## config.mk

```make
export PLATFORM = sky130hd
export DESIGN_NAME = seizure_classifier
export DESIGN_NICKNAME = d
export VERILOG_FILES = /design/src/rtl/seizure_classifier.sv
export SDC_FILE = /design/constraint.sdc
export NUM_CORES = 2
export LEC_CHECK = 0
export CORE_UTILIZATION = 40
export CTS_CLUSTER_DIAMETER = 80
export DETAILED_ROUTE_END_ITERATION = 16
export GPL_TIMING_DRIVEN = 0
export PLACE_DENSITY_LB_ADDON = 0.3
export SLEW_MARGIN = 20
export SYNTH_ARGS = -nofsm -noshare
export SYNTH_HDL_FRONTEND = slang
export SYNTH_SLANG_ARGS = --single-unit
```

## constraint.sdc

```tcl
create_clock -name clk -period 14.9 [get_ports clk]
set_input_delay 4.47 -clock clk [delete_from_list [all_inputs] [get_ports clk]]
set_output_delay 4.47 -clock clk [all_outputs]
set_load 0.01 [all_outputs]
```

## src/rtl/seizure_classifier.sv

```systemverilog
// Seizure detection back end: per-channel feature/baseline capture, weighted vote score,
// and a consecutive-detection / stimulation / refractory controller.

module seizure_classifier_lane #(
    parameter int FEAT_WIDTH = 40,
    parameter int BASE_WIDTH = 49,
    parameter int BASE_SHIFT = 3
) (
    input  logic                         clk,
    input  logic                         rst,
    input  logic                         hold,
    input  logic                         valid,
    input  logic                         clear,
    input  logic [FEAT_WIDTH-1:0]        feat_in,
    input  logic [BASE_WIDTH-1:0]        base_in,
    output logic                         pending,
    output logic                         hit
);
    localparam int CMP_W = (FEAT_WIDTH + BASE_SHIFT > BASE_WIDTH) ? FEAT_WIDTH + BASE_SHIFT : BASE_WIDTH;

    logic [FEAT_WIDTH-1:0] feat_q, feat_cur;
    logic [BASE_WIDTH-1:0] base_q, base_cur;
    logic                  flag;
    logic [CMP_W-1:0]      feat_scaled, base_ext;

    // A strobe in the completing cycle takes part in that round, so look through the holding regs.
    assign feat_cur    = valid ? feat_in : feat_q;
    assign base_cur    = valid ? base_in : base_q;
    assign pending     = flag | valid;
    assign feat_scaled = CMP_W'(feat_cur) << BASE_SHIFT;
    assign base_ext    = CMP_W'(base_cur);
    assign hit         = !feat_cur[FEAT_WIDTH-1] && (feat_cur != '0) && (feat_scaled > base_ext);

    always_ff @(posedge clk) begin
        if (rst) begin
            feat_q <= '0;
            base_q <= '0;
            flag   <= 1'b0;
        end else if (!hold) begin
            if (valid) begin
                feat_q <= feat_in;
                base_q <= base_in;
            end
            flag <= clear ? 1'b0 : pending;
        end
    end
endmodule

module seizure_classifier #(
    parameter int NUM_FEAT     = 6,
    parameter int FEAT_WIDTH   = 40,
    parameter int BASE_WIDTH   = 49,
    parameter int BASE_SHIFT   = 3,
    parameter int WEIGHT_WIDTH = 4,
    parameter int CONSEC       = 3,
    parameter int STIM_LEN     = 1000,
    parameter int REFRACT      = 4000,
    parameter int CNT_WIDTH    = 16,
    localparam int SCORE_WIDTH = WEIGHT_WIDTH + $clog2(NUM_FEAT) + 1
) (
    input  logic                             clk,
    input  logic                             rst,
    input  logic                             en,
    input  logic [NUM_FEAT*FEAT_WIDTH-1:0]   feat_in,
    input  logic [NUM_FEAT-1:0]              feat_valid,
    input  logic [NUM_FEAT*BASE_WIDTH-1:0]   base_in,
    input  logic [NUM_FEAT*WEIGHT_WIDTH-1:0] weights,
    input  logic [SCORE_WIDTH-1:0]           sum_thresh,
    output logic [SCORE_WIDTH-1:0]           score,
    output logic                             decision,
    output logic                             decision_valid,
    output logic                             stimulation,
    output logic [1:0]                       fsm_state
);
    localparam int CONS_W = $clog2(CONSEC + 1);

    typedef enum logic [1:0] {
        IDLE    = 2'd0,
        ARMING  = 2'd1,
        STIM    = 2'd2,
        REFR    = 2'd3
    } state_t;

    state_t                  state;
    logic [CNT_WIDTH-1:0]    timer;
    logic [CONS_W-1:0]       consec_cnt;
    logic [NUM_FEAT-1:0]     pending, hit;
    logic                    round_done;
    logic [SCORE_WIDTH-1:0]  score_next;

    genvar g;
    generate
        for (g = 0; g < NUM_FEAT; g++) begin : g_lane
            seizure_classifier_lane #(
                .FEAT_WIDTH (FEAT_WIDTH),
                .BASE_WIDTH (BASE_WIDTH),
                .BASE_SHIFT (BASE_SHIFT)
            ) u_lane (
                .clk     (clk),
                .rst     (rst),
                .hold    (en),
                .valid   (feat_valid[g]),
                .clear   (round_done),
                .feat_in (feat_in[g*FEAT_WIDTH +: FEAT_WIDTH]),
                .base_in (base_in[g*BASE_WIDTH +: BASE_WIDTH]),
                .pending (pending[g]),
                .hit     (hit[g])
            );
        end
    endgenerate

    assign round_done = &pending;

    // Width leaves room for NUM_FEAT maximal weights, so the sum cannot wrap.
    always_comb begin
        score_next = '0;
        for (int i = 0; i < NUM_FEAT; i++) begin
            if (hit[i])
                score_next = score_next + SCORE_WIDTH'(weights[i*WEIGHT_WIDTH +: WEIGHT_WIDTH]);
        end
    end

    assign stimulation = (state == STIM) && !en;
    assign fsm_state   = state;

    always_ff @(posedge clk) begin
        if (rst) begin
            state          <= IDLE;
            timer          <= '0;
            consec_cnt     <= '0;
            score          <= '0;
            decision       <= 1'b0;
            decision_valid <= 1'b0;
        end else if (!en) begin
            if (round_done) begin
                score    <= score_next;
                decision <= (score_next >= sum_thresh);
            end
            decision_valid <= round_done;

            case (state)
                IDLE: begin
                    if (decision_valid && decision) begin
                        if (CONSEC == 1) begin
                            state <= STIM;
                            timer <= '0;
                        end else begin
                            state      <= ARMING;
                            consec_cnt <= CONS_W'(1);
                        end
                    end
                end
                ARMING: begin
                    if (decision_valid) begin
                        if (!decision) begin
                            state      <= IDLE;
                            consec_cnt <= '0;
                        end else if (consec_cnt == CONS_W'(CONSEC - 1)) begin
                            state      <= STIM;
                            timer      <= '0;
                            consec_cnt <= '0;
                        end else begin
                            consec_cnt <= consec_cnt + CONS_W'(1);
                        end
                    end
                end
                STIM: begin
                    if (timer == CNT_WIDTH'(STIM_LEN - 1)) begin
                        state <= REFR;
                        timer <= '0;
                    end else begin
                        timer <= timer + CNT_WIDTH'(1);
                    end
                end
                REFR: begin
                    if (timer == CNT_WIDTH'(REFRACT - 1)) begin
                        state <= IDLE;
                        timer <= '0;
                    end else begin
                        timer <= timer + CNT_WIDTH'(1);
                    end
                end
                default: state <= IDLE;
            endcase
        end
    end
endmodule

```

==> metrics <==
outcome complete, no violations; switch share 29.0%; dominant synthesized flop cell dfxtp_1; register area share after synthesis 34.1%; total power 0.00411 W; register share of total power 39.6%; Non-Filler Instances 5950; top post-synthesis cells by count 1149 x nand2_1, 644 x a21oi_1, 570 x dfxtp_1; Worst Tran Pin Value 1.07 ns; Die ar. 84800 µm²; Vias 32884; grt total ovfl 0; Horiz. Die Dim 291 µm; share of Yosys cell area claimed by the top area cell type 34.1%; fin crit period 14.26 ns; GP Congestion 0.939; CP Max Fanout 10; ANT nets after route 0; CP Class input port to flop; Yosys cell types 74; IO buf count 585; vias per cell 5.53; initial drt markers 2058; Initial Util 40.6%; period utilisation layout 95.7%; RSZ-0062 raised after global routing no; Placed Cells 5817; clock root cell clkbuf_16; Clock transition at path regs 0.06 ns; first-pass GRT wire length 181000 µm; critical path's largest stage delay 0.96 ns; clock buffer depth 3; Rel. slew slack 28.2%; max cap viols 0; Achievable Freq 0.0701 GHz; CTS sink count 570; power density over the cells 96.1 nW/µm²; Lkg Pwr 16.8 nW; number of synthesized flops with an enable pin 0; post-synth top area cell dfxtp_1; final net count 5665; WP data required 15.36 ns; antenna violations before repair 38; core outline area 82400 µm²; Wirelength per Cell 20.0 µm; H-tree depth 3; final hold slack 0.450 ns; Yosys reg bits 570; asr flop ratio synth 0%; Cells after Synth 4161; syn_area_per_cell 8.04 µm²; slowest stage cell, crit path nor4_1; Post-Syn Nets 5010; peak supply drop 0.0000778 V; area delta synth->final 28.0%; cell row count 105; CTS Hold Bufs 0; layout cell share with drive strength beyond 1 7.96%; vias in the first global route 31699; Hold Path Depth 2; hold endpoint score[3]; hold crit path type flop to flop; Die Y 291 µm; fin area 42800 µm²; worst reg2reg endpoint decision; worst reg-to-reg setup slack 6.34 ns; Boundary Pins 588; DRC Markers 0; sw power 0.00119 W; Syn. warnings 0; final wirelength 119000 µm; Pint 0.00292 W; Reg2Reg Depth 36; drt first pass iters 6; mapped cell area 33500 µm²; worst skew pair latency 0.61 ns; HPWL Detailed 94200 µm; CTS tree yes; part of the power in combinational logic 21.2%; Hold Violations, Final 0; Worst Setup Start Kind input port; gr usage total 27.0%; crit path DAT 14.73 ns; CTS Buf Count 68; worst hold start score[3]; CP Capture Type flop; largest net degree at the start of global routing 14; clock power share 39.1%; fin. max-slew vios 0; DP Area 40700 µm²; count leader, synth nand2_1; worst reg2reg path startpoint g_lane[0].u_lane.feat_q[29]; Fin Setup TNS 0 ns; clk_skew 0.0231 ns; # setup viols final 0; ranking of synthesized cells by area dfxtp_1 34%, nand2_1 13%, ha_1 10%, a21oi_1 9.6%, mux2_2 8.0%
layer usage:
layer | global-route usage, % | part of all wire [%] | wire length [µm] | up-vias
met4 | 10.9 | 3.8 | 4530 | 36
met2 | 45.5 | 47 | 55900 | 1150
met5 | 0 | 0.19 | 230 | -
met3 | 5.63 | 7.2 | 8530 | 265
met1 | 33.5 | 42 | 49800 | 15431
li1 | - | - | - | 16002
worst max-delay path, delay by kind of cell:
kind / cells / cell delay, ns
buffers and inverters: 8 / 3.36
AO/OA/AOI/OAI: 12 / 2.86
adder cells (fa/ha/maj): 5 / 2.17
AND/OR/NAND/NOR: 5 / 1.41
multiplexers: 2 / 0.44
flip-flops by register name, indices dropped and copies added (netlist names), named ones only:
register / cells
timer: 16
decision_valid: 1
g_lane.u_lane.flag: 6
consec_cnt: 2
g_lane.u_lane.feat_q: 240
score: 8
g_lane.u_lane.base_q: 294
fsm_state: 1
decision: 1
how the worst max path moves through the flow:
stage / from / end / depth (start not counted)
3_3_place_gp: feat_valid[0] / decision / 42
4_1_cts: feat_valid[0] / decision / 43
3_5_place_dp: feat_valid[0] / decision / 42
2_1_floorplan: feat_valid[0] / decision / 41
6_report: feat_valid[2] / decision / 32
5_1_grt: feat_valid[1] / decision / 38
stage by stage:
step	utilization, %	worst slack, ns
after global routing	52.0	0.101
after global placement	49.4	-0.874
after CTS	51.9	0.0690
after floorplan	-	2.04
after detailed placement	49.4	-1.04
final	52.0	0.636
power groups by stage:
stage | clock network (W) | registers (W) | logic [W]
final | 0.00161 | 0.00163 | 0.000873
after global routing | 0.00170 | 0.00164 | 0.000961
after global placement | 0 | 0.00166 | 0.000848
after floorplan | 0 | 0.00165 | 0.000502
after detailed placement | 0 | 0.00166 | 0.000863
after CTS | 0.00164 | 0.00163 | 0.000869
cell usage in the layout (no fill, tap or decap), types with 12 or more instances in the layout:
| master | netlist | final |
|---|---|---|
| a211oi_1 | 22 | 22 |
| a21o_1 | 54 | 54 |
| a21oi_1 | 644 | 644 |
| a22oi_1 | 20 | 20 |
| buf_1 | 31 | 26 |
| clkbuf_1 | 217 | 222 |
| clkbuf_16 | 0 | 68 |
| clkbuf_2 | 0 | 16 |
| clkdlybuf4s50_1 | 0 | 585 |
| dfxtp_1 | 570 | 570 |
| diode_2 | 0 | 16 |
| ha_1 | 269 | 269 |
| inv_1 | 47 | 47 |
| mux2_2 | 238 | 238 |
| mux2i_1 | 247 | 247 |
| nand2_1 | 1149 | 1149 |
| nand2b_1 | 16 | 16 |
| nand3_1 | 39 | 39 |
| nand4_1 | 51 | 51 |
| nor2_1 | 107 | 107 |
| nor2b_1 | 19 | 19 |
| nor3_1 | 58 | 58 |
| nor4_1 | 84 | 84 |
| o211ai_1 | 12 | 12 |
| o21a_1 | 18 | 18 |
| o21ai_0 | 45 | 45 |
| or4_1 | 23 | 23 |
| xnor2_1 | 20 | 20 |
area by class of cell:
type | instances | area (µm²)
inverters | 47 | 176
flip-flops and latches | 570 | 11400
clock inverters | 20 | 173
multi-input cells | 3288 | 20900
fillers | 7864 | 39500
clock buffers | 98 | 1920
repair buffers | 586 | 5860
diodes | 16 | 40.0
well taps | 1070 | 1340
plain buffers | 255 | 1000
logic make-up after synthesis:
family	after synthesis	share of synthesized area, %
and+or+nand+nor	1605	20.7
AOI/OAI and AO/OA	894	15.1
DFF	570	34.1
muxes	485	15.4
buffers and inverters	303	3.47
adders and majority gates	274	10.4
xor gates and xnor gates	30	0.830
what timing repair did:
action | in CTS | in global routing
setup buffers | 0 | 0
gates resized for setup | 6 | 15
setup endpoints to repair | 1 | 1
Power figures use the tool's default switching activity.
